===== config.mk =====
export PLATFORM = sky130hd
export DESIGN_NAME = rsa_modexp_core_flat
export DESIGN_NICKNAME = d
export VERILOG_FILES = /design/src/rtl/rsa_pkg.sv /design/src/rtl/rsa_modexp_core_if.sv /design/src/rtl/rsa_modexp_core_mont_mul.sv /design/src/rtl/rsa_modexp_core.sv /design/src/flat_wrapper.sv
export SDC_FILE = /design/constraint.sdc
export NUM_CORES = 1
export LEC_CHECK = 0
export BUFFER_PORTS_ARGS = -buffer_cell sky130_fd_sc_hd__clkbuf_2
export CORE_UTILIZATION = 55
export DETAILED_ROUTE_END_ITERATION = 8
export PLACE_DENSITY_LB_ADDON = 0.3
export SLEW_MARGIN = 10
export SYNTH_ARGS = -nofsm -noshare
export SYNTH_HDL_FRONTEND = slang
export SYNTH_SLANG_ARGS = --single-unit

===== constraint.sdc =====
create_clock -name clk -period 5 [get_ports clk]
set_input_delay 0.5 -clock clk [delete_from_list [all_inputs] [get_ports clk]]
set_output_delay 0.5 -clock clk [all_outputs]
set_load 0.05 [all_outputs]

===== src/rtl/rsa_pkg.sv =====
// rsa_pkg: shared state encoding and sizing helpers for the modexp core.
package rsa_pkg;
  typedef enum logic [2:0] {IDLE, PRE_M, PRE_A, SQR, MUL, POST, DONE} state_e;
  localparam int DEF_WIDTH = 8;
  localparam int MM_CYCLES = DEF_WIDTH + 2;
  function automatic int cnt_w(input int n);
    return (n > 1) ? $clog2(n) : 1;
  endfunction
endpackage


===== src/rtl/rsa_modexp_core_if.sv =====
// rsa_modexp_core_if: operand, handshake and result bundle of the modexp core.
interface rsa_modexp_core_if #(parameter int WIDTH = 8, parameter int EXP_WIDTH = WIDTH);
  logic en, start, abort;
  logic [WIDTH-1:0] p, m, cnst, c;
  logic [EXP_WIDTH-1:0] e;
  logic busy, eoc, err;
  modport master (output en, start, abort, p, e, m, cnst, input c, busy, eoc, err);
  modport slave (input en, start, abort, p, e, m, cnst, output c, busy, eoc, err);
endinterface


===== src/rtl/rsa_modexp_core_mont_mul.sv =====
// mont_mul: radix-2 bit-serial Montgomery product a*b*2^-WIDTH mod p.
module mont_mul #(parameter int WIDTH = 8) (
  input  logic             clk,
  input  logic             rst,
  input  logic             en_i,
  input  logic             start_i,
  input  logic [WIDTH-1:0] a_i,
  input  logic [WIDTH-1:0] b_i,
  input  logic [WIDTH-1:0] p_i,
  output logic             busy_o,
  output logic             done_o,
  output logic [WIDTH-1:0] r_o
);
  localparam int CW = (WIDTH > 1) ? $clog2(WIDTH) : 1;
  logic [WIDTH-1:0] a_q, b_q, p_q, r_q, r_d;
  logic [WIDTH+1:0] s_q, t, u, s_nx;
  logic [CW-1:0] cnt_q;
  logic busy_q, done_q, last, ge;
  // S stays below 2P, so every partial sum fits in WIDTH+2 bits
  assign t = s_q + (a_q[0] ? {2'b00, b_q} : '0);
  assign u = t + (t[0] ? {2'b00, p_q} : '0);
  assign s_nx = u >> 1;
  assign ge = s_nx >= {2'b00, p_q};
  assign r_d = s_nx[WIDTH-1:0] - (ge ? p_q : '0);
  assign last = cnt_q == CW'(WIDTH - 1);
  assign busy_o = busy_q;
  assign done_o = done_q;
  assign r_o = r_q;
  always_ff @(posedge clk or posedge rst)
    if (rst) begin
      a_q <= '0;
      b_q <= '0;
      p_q <= '0;
      r_q <= '0;
      s_q <= '0;
      cnt_q <= '0;
      busy_q <= 1'b0;
      done_q <= 1'b0;
    end else if (en_i) begin
      done_q <= 1'b0;
      if (start_i) begin
        a_q <= a_i;
        b_q <= b_i;
        p_q <= p_i;
        s_q <= '0;
        cnt_q <= '0;
        busy_q <= 1'b1;
      end else if (busy_q) begin
        a_q <= a_q >> 1;
        s_q <= s_nx;
        cnt_q <= cnt_q + 1'b1;
        if (last) begin
          busy_q <= 1'b0;
          done_q <= 1'b1;
          r_q <= r_d;
        end
      end
    end
endmodule


===== src/rtl/rsa_modexp_core.sv =====
// rsa_modexp_core: C = M^E mod P via Montgomery square-and-multiply with
// start/busy/eoc handshake, abort, operand capture and error flagging.
module rsa_modexp_core
  import rsa_pkg::*;
#(
  parameter int WIDTH = 8,
  parameter int EXP_WIDTH = WIDTH,
  parameter int CONST_TIME = 0
) (
  input logic clk,
  input logic rst,
  rsa_modexp_core_if.slave bus_if
);
  localparam int IW = cnt_w(EXP_WIDTH);
  state_e state_q, state_d;
  logic [WIDTH-1:0] p_q, m_q, k_q, mb_q, acc_q, cint_q, c_q, op_a, op_b, mm_r;
  logic [EXP_WIDTH-1:0] e_q;
  logic [IW-1:0] i_q, i_d;
  logic perr_q, ent_q, eoc_q, err_q, mm_busy, mm_done, adv, ebit, last, bad_p, go;
  assign bad_p = !bus_if.p[0] || bus_if.p < WIDTH'(3);
  assign go = bus_if.start && !bus_if.abort;
  // a stale done from an aborted multiply can't advance a freshly entered state
  assign adv = mm_done && !mm_busy && !ent_q;
  assign ebit = e_q[i_q];
  assign last = i_q == '0;
  assign bus_if.c = c_q;
  assign bus_if.busy = !(state_q inside {IDLE, DONE});
  assign bus_if.eoc = eoc_q;
  assign bus_if.err = err_q;
  always_comb begin
    state_d = state_q;
    i_d = i_q;
    op_a = acc_q;
    op_b = acc_q;
    case (state_q)
      IDLE: begin
        state_d = go ? (bad_p ? DONE : PRE_M) : IDLE;
        i_d = IW'(EXP_WIDTH - 1);
      end
      PRE_M: begin
        op_a = m_q;
        op_b = k_q;
        state_d = adv ? PRE_A : PRE_M;
      end
      PRE_A: begin
        op_a = WIDTH'(1);
        op_b = k_q;
        state_d = adv ? SQR : PRE_A;
      end
      SQR: begin
        state_d = !adv ? SQR : (CONST_TIME != 0 || ebit) ? MUL : last ? POST : SQR;
        i_d = (adv && CONST_TIME == 0 && !ebit && !last) ? i_q - 1'b1 : i_q;
      end
      MUL: begin
        op_b = mb_q;
        state_d = !adv ? MUL : last ? POST : SQR;
        i_d = (adv && !last) ? i_q - 1'b1 : i_q;
      end
      POST: begin
        op_b = WIDTH'(1);
        state_d = adv ? DONE : POST;
      end
      default: state_d = IDLE;
    endcase
    if (bus_if.abort && state_q != IDLE) state_d = IDLE;
  end
  always_ff @(posedge clk or posedge rst)
    if (rst) begin
      state_q <= IDLE;
      i_q <= '0;
      {p_q, m_q, k_q, mb_q, acc_q, cint_q, c_q} <= '0;
      e_q <= '0;
      {perr_q, ent_q, eoc_q, err_q} <= '0;
    end else if (bus_if.en) begin
      state_q <= state_d;
      i_q <= i_d;
      ent_q <= (state_d inside {PRE_M, PRE_A, SQR, MUL, POST}) && (state_q == IDLE || adv);
      eoc_q <= 1'b0;
      err_q <= 1'b0;
      if (state_q == IDLE && go) begin
        p_q <= bus_if.p;
        e_q <= bus_if.e;
        m_q <= bus_if.m;
        k_q <= bus_if.cnst;
        perr_q <= bad_p;
      end
      if (adv)
        case (state_q)
          PRE_M: mb_q <= mm_r;
          PRE_A, SQR: acc_q <= mm_r;
          MUL: if (ebit) acc_q <= mm_r;
          POST: cint_q <= mm_r;
          default: ;
        endcase
      if (state_q == DONE && !bus_if.abort) begin
        eoc_q <= 1'b1;
        err_q <= perr_q;
        c_q <= perr_q ? '0 : cint_q;
      end
    end
  mont_mul #(.WIDTH(WIDTH)) u_mm (
    .clk(clk), .rst(rst), .en_i(bus_if.en), .start_i(ent_q),
    .a_i(op_a), .b_i(op_b), .p_i(p_q),
    .busy_o(mm_busy), .done_o(mm_done), .r_o(mm_r)
  );
endmodule


===== src/flat_wrapper.sv =====
// flat-port wrapper written by rule: the top's interface ports become plain ports
module rsa_modexp_core_flat import rsa_pkg::*;
#(
  parameter int WIDTH = 8,
  parameter int EXP_WIDTH = WIDTH,
  parameter int CONST_TIME = 0
)
  (clk, rst, bus_if_en, bus_if_start, bus_if_abort, bus_if_p, bus_if_e, bus_if_m, bus_if_cnst, bus_if_c, bus_if_busy, bus_if_eoc, bus_if_err);
  rsa_modexp_core_if #(.WIDTH(WIDTH), .EXP_WIDTH(EXP_WIDTH)) bus_if_i ();
  input logic clk;
  input logic rst;
  input wire logic [$bits(bus_if_i.en)-1:0] bus_if_en;
  input wire logic [$bits(bus_if_i.start)-1:0] bus_if_start;
  input wire logic [$bits(bus_if_i.abort)-1:0] bus_if_abort;
  input wire logic [$bits(bus_if_i.p)-1:0] bus_if_p;
  input wire logic [$bits(bus_if_i.e)-1:0] bus_if_e;
  input wire logic [$bits(bus_if_i.m)-1:0] bus_if_m;
  input wire logic [$bits(bus_if_i.cnst)-1:0] bus_if_cnst;
  output wire logic [$bits(bus_if_i.c)-1:0] bus_if_c;
  output wire logic [$bits(bus_if_i.busy)-1:0] bus_if_busy;
  output wire logic [$bits(bus_if_i.eoc)-1:0] bus_if_eoc;
  output wire logic [$bits(bus_if_i.err)-1:0] bus_if_err;
  assign bus_if_i.en = bus_if_en;
  assign bus_if_i.start = bus_if_start;
  assign bus_if_i.abort = bus_if_abort;
  assign bus_if_i.p = bus_if_p;
  assign bus_if_i.e = bus_if_e;
  assign bus_if_i.m = bus_if_m;
  assign bus_if_i.cnst = bus_if_cnst;
  assign bus_if_c = bus_if_i.c;
  assign bus_if_busy = bus_if_i.busy;
  assign bus_if_eoc = bus_if_i.eoc;
  assign bus_if_err = bus_if_i.err;
  rsa_modexp_core #(.WIDTH(WIDTH), .EXP_WIDTH(EXP_WIDTH), .CONST_TIME(CONST_TIME)) u_core (.clk(clk), .rst(rst), .bus_if(bus_if_i));
endmodule

* Yosys cells after proc, flatten, opt, wreduce, memory -nomap -nowiden
Cells that the tools add are included.
Storage, ports and cells: flip-flop bits (word level) 121, bits of input ports 37, output and inout port bits 11, word-level logic and storage cells 122
Operators by class: add/subtract/negate cells 5, magnitude comparators 3, equality and inequality tests 15, muxes and demuxes 38, bitwise logic cells 1, reduce and logical (&&, ||, !) cells 38
Operators with widths (number):
- 8-bit 2-to-1 mux | 7
- 3-bit 2-to-1 mux | 11
- 8-bit one-hot mux with 2 select lines | 2
- 8-bit one-hot mux with 3 select lines | 1
- 10-bit 2-to-1 mux | 2
- 3-bit equality test (second input constant) | 6
- 3-bit one-hot mux with 6 select lines | 1
- 3-bit by 2-bit equality test with 1-bit output (second input constant) | 4
- 4-bit AND reduction | 3
- 10-bit adder | 1
- 10-bit by 8-bit adder with 10-bit output | 1
- 1-bit logical AND | 10
- 1-bit 2-to-1 mux | 10
- 9-bit by 8-bit greater-or-equal comparator with 1-bit output | 1
- 3-bit one-hot mux with 3 select lines | 1
- 8-bit by 2-bit less-than comparator with 1-bit output (second input constant) | 1
- 2-bit AND reduction | 4
- 8-bit subtractor | 1
- 1-bit logical NOT | 7
- 3-bit by 1-bit equality test with 1-bit output (second input constant) | 2
- 3-bit logical NOT | 2
- 2-bit by 1-bit inequality test with 1-bit output (second input constant) | 3
- 3-bit AND reduction | 2
- 2-bit nonzero test | 3
- 10 further kinds | 14

* Depth between registers and ports, before layout
depth after elaboration 9, mapped depth 32, gate-level depth less buffers 30

* Modules after synthesis
Synthesis repeated with hierarchy kept, for this count alone.
Unflattened totals: cells, all modules 657, area total of the unflattened synthesis 6859.1 sq um
By module, submodules not included:
- rsa_modexp_core | instances 1, cells an instance 330, area an instance 3738.6 sq um, seq. area each 1851.8 sq um
- mont_mul | instances 1, cells an instance 327, area an instance 3120.5 sq um, seq. area each 1151.1 sq um

* Least setup slack after synthesis
No wires, ideal clock.
path kind flip-flop to flip-flop, start register u_core.u_mm.a_q[0], end register u_core.u_mm.r_q[7], in the netlist u_core.u_mm.r_o[7], library setup time 0.127 ns, arrival 5.375 ns, data required time 4.873 ns, path slack -0.502 ns, stages on the path, launching flop included 29, buffers on the path 2, clock period less this slack 5.502 ns, cell sequence dfrtp_1 clkbuf_1 and2_1 ha_1 inv_1 fa_1 and2b_1 o21a_1 nor2_1 xnor2_1 ha_1 o221ai_2 and2_2 xnor2_1 ha_1 a21o_1 a2111oi_0 a21oi_1 or3_4 buf_6 nand2_1 ha_1 and3_1 a211oi_1 o21bai_1 a21oi_1 xnor2_1 xnor2_1 o21ai_1
Between the ends: word-level cells in the longest chain between the ends 7
RTL lines:
- start, declared | line rsa_modexp_core_mont_mul.sv:15 | logic [WIDTH-1:0] a_q, b_q, p_q, r_q, r_d;
- start signal, assigned | line rsa_modexp_core_mont_mul.sv:42 | a_q <= a_i;
- start signal, assigned | line rsa_modexp_core_mont_mul.sv:49 | a_q <= a_q >> 1;
- 8-bit 2-to-1 mux * | line rsa_modexp_core_mont_mul.sv:20 | assign t = s_q + (a_q[0] ? {2'b00, b_q} : '0);
- 10-bit adder * | line rsa_modexp_core_mont_mul.sv:20
- 8-bit 2-to-1 mux | line rsa_modexp_core_mont_mul.sv:21 | assign u = t + (t[0] ? {2'b00, p_q} : '0);
- 10-bit by 8-bit adder with 10-bit output * | line rsa_modexp_core_mont_mul.sv:21
- 9-bit by 8-bit greater-or-equal comparator with 1-bit output | line rsa_modexp_core_mont_mul.sv:23 | assign ge = s_nx >= {2'b00, p_q};
- 8-bit 2-to-1 mux | line rsa_modexp_core_mont_mul.sv:24 | assign r_d = s_nx[WIDTH-1:0] - (ge ? p_q : '0);
- 8-bit subtractor * | line rsa_modexp_core_mont_mul.sv:24
- end signal, assigned | line rsa_modexp_core_mont_mul.sv:55 | r_q <= r_d;
- end, declared | line rsa_modexp_core_mont_mul.sv:15
Mark *: on every way between the ends. The rest lies on a longest branch, timed or not. A chain may end at the register's enable or synchronous reset.

* Final worst setup path
start register u_core.u_mm.a_q[0], end register u_core.u_mm.r_q[6], in the netlist u_core.u_mm.r_o[6]
The elaborated chain is that of the path after synthesis.

==> summary.txt <==
Run status
  • Status: complete, but fails checks
  • Failing checks: negative setup slack

Yosys
  • Top post-synthesis cells by area: dfrtp_1 44%, mux2_2 11%, ha_1 6.4%, nand2_1 4.6%, o21ai_0 3.2%
  • Syn Nets: 735
  • Warnings, synthesis: 0
  • Cells after Synth: 660
  • Cell with the most instances after synthesis: dfrtp_1
  • Mean Syn Cell Area: 10.31 um2
  • Top cell type's share of synthesized area: approximately 44%
  • Number of synthesized flops with an enable pin: 0
  • Mapped Area: 6802 um2
  • Post-synth top cells: 120 x dfrtp_1, 84 x nand2_1, 64 x mux2_2
  • Register area share after synthesis: between 40% and 50%
  • Async SR Flop Fraction: 100.0%
  • #FFs+latches synth: 120
  • Unique cell type count in the Yosys netlist: 68
  • Ys flop type: dfrtp_1
  • Post-synth top area cell: dfrtp_1

Global routing
  • Vias in the first global route: around 5,600
  • Initial antenna violation count: 1
  • Largest net degree at the start of global routing: 88
  • GRT Util Overall: 28.77%
  • First-pass GRT wire length: 28,390 um
  • Total grt overflow: 0

Setup path
  • Critical Path Max Stage Delay: 0.52 ns
  • R2R cell count: 28
  • Type of element launching the critical path: register
  • CP required: 5.28 ns
  • Critical-path maximum fanout: 6
  • CP most frequent cell: and2_4
  • R2R setup slack: -0.38 ns
  • R2r startpoint: u_core.u_mm.a_q[0]
  • Slowest stage cell, crit path: fa_2
  • Crit path DAT: 5.65 ns
  • Critical path class: reg -> reg
  • Worst setup EP type: register
  • Reg2reg end: u_core.u_mm.r_o[6]

Clock tree
  • Max Root-Sink Buffers: 2
  • H-tree depth: 4
  • Clock root cell: clkbuf_16
  • Worst-path clk slew: 0.06 ns
  • CTS tree: yes
  • Clock Latency Late Sink: 0.42 ns
  • Sink Count: 120
  • Total CTS buffers: 17

Route
  • Final WL: between 15,000 and 20,000 um
  • Vias: approximately 5,600
  • Via/cell ratio: 6.247
  • # DRC: 0
  • DRT Pass-1 Iters: 6
  • WL/cell: 19.60 um
  • Post-route ant nets: 0
  • DRT iter0 DRCs: 416

STA
  • Final cycle utilization of the critical path: 107.6%
  • Final Worst Setup Slack: -0.3776 ns
  • Max frequency: 186.0 MHz
  • Worst-margin pin slew: 1.222 ns
  • Minimum clock period: 5.378 ns
  • Layout Skew: 0.007734 ns
  • Slew headroom: 17.89%
  • Setup TNS: -1.134 ns
  • RSZ-0062 raised after global routing: true
  • Hold_ws: 0.3119 ns
  • Setup violators final: 4
  • Final Hold Viols: 0
  • Slew Viols, Final: 0

Placement
  • Number of port buffers: 47
  • Dpl hpwl: between 10,000 and 15,000 um
  • Placed cells: 863
  • DP Area: ~7400 um2
  • Setup slack at placement: -0.3452 ns
  • GP Congestion: 0.9215

Flow run
  • Max-cap violation count: 0

Min path
  • Worst Hold End: u_core.e_q[6]
  • Depth of the worst hold-timing path: 2
  • Worst min path class: in -> reg
  • HP Start: bus_if_e[6]

Floorplan
  • Row count: 40
  • Chip width: 113.2 um
  • I/O Pins: 48
  • Die height: 113.2 um
  • Starting Density: 56.62%
  • Placeable Area: 12,010 um2
  • Die footprint: 12,820 um2

Final layout
  • Fin nets: 819
  • Antenna diode count: 0
  • Area delta synth->final: 21.36%
  • Share of cells above drive strength 1: 32.50%
  • Final non-filler cell total: 904
  • Final Util: 68.72%
  • Final instance area: 8254 um2

Power
  • Maximum vdd drop: approximately 450 uV
  • Overall Power: 5.795 mW
  • P per Cell Area: roughly 700 nW/um2
  • Leakage: 3.938 nW
==> what timing repair did <==
item	4_1_cts	5_1_grt
setup buffers	8	1
setup endpoints to repair	5	7
resized for setup	3	21
hold buffers	0	0
pin swaps	4	7
cloned	0	0
==> state kept, by name (all words and copies together) (netlist names), 3 cells and up <==
name,flops
u_core.acc_q,8
u_core.bus_if.c,8
u_core.cint_q,8
u_core.e_q,8
u_core.i_q,3
u_core.k_q,8
u_core.m_q,8
u_core.mb_q,8
u_core.p_q,8
u_core.state_q,3
u_core.u_mm.a_q,8
u_core.u_mm.b_q,8
u_core.u_mm.cnt_q,3
u_core.u_mm.p_q,8
u_core.u_mm.r_o,8
u_core.u_mm.s_q,9
==> layer usage <==
metal	GRT usage, %	vias to the layer above	routed length (um)	share of wire, %
li1	-	2560	-	-
met1	36.98	2793	7304	41
met2	46.42	244	8675	49
met3	6.320	48	1159	6.5
met4	13.86	2	553	3.1
met5	0	-	23	0.13
==> final cells by class <==
| class | instances | area, um2 |
|---|---|---|
| Clock buffer | 19 | 442.9 |
| Clock inverter | 13 | 166.4 |
| Fill cell | 880 | 3757 |
| Inverter | 32 | 122.6 |
| Multi-Input combinational cell | 480 | 3755 |
| Sequential cell | 120 | 3003 |
| Tap cell | 147 | 183.9 |
| Timing Repair Buffer | 93 | 580.6 |
==> worst max-delay path, delay by kind of cell, from the launching register on <==
kind,cells,cell delay [ns]
buffers and inverters,2,0.12
DFF,1,0.41
AOI/OAI and AO/OA,9,1.23
xor gates and xnor gates,2,0.31
and+or+nand+nor,9,1.45
adders and majority gates,6,1.70
==> where the power goes <==
part           total [mW]  switching, mW  internal, mW
combinational        2.89           1.47          1.42
sequential           1.64          0.375          1.27
clock                1.26          0.462         0.801
==> worst max path at each step <==
stage / slack [ns] / startpoint / end
final: -0.38 / u_core.u_mm.a_q[0] / u_core.u_mm.r_o[6]
after global routing: -0.65 / u_core.u_mm.a_q[0] / u_core.u_mm.r_o[6]
after CTS: -0.32 / u_core.u_mm.a_q[0] / u_core.u_mm.r_o[7]
after detailed placement: -0.35 / u_core.u_mm.a_q[0] / u_core.u_mm.r_o[7]
after global placement: -0.13 / u_core.u_mm.a_q[0] / u_core.u_mm.r_o[7]
after floorplan: -0.1 / u_core.u_mm.a_q[0] / u_core.u_mm.r_o[7]
==> layout by cell type, fill, tap and decap left out, types with 8 or more instances in the layout <==
cell type and instances:
clkbuf_16 17, o21ai_0 38, buf_4 46, mux2_2 64
a21o_1 8, dfrtp_1 120, clkbuf_2 47, a221oi_1 10
inv_1 29, o2bb2ai_1 10, xnor2_1 10, nand2_1 84
ha_1 28, nor2_1 27, and2_2 8, nand3b_1 8
a22oi_1 24, a21oi_1 23
==> cell families (layout without fill, tap and decap cells) <==
group                    Yosys count  count (layout)  share of synthesized area, %
AND/OR/NAND/NOR                  177             177                         12.82
multiplexers                      67              67                         11.41
buffers and inverters             60             157                         3.587
adder cells (fa/ha/maj)           38              38                         7.322
flip-flops                       120             120                         44.15
AO/OA/AOI/OAI                    177             177                         18.01
XOR/XNOR                          21              21                         2.704
(Power assumes the default switching activity.)
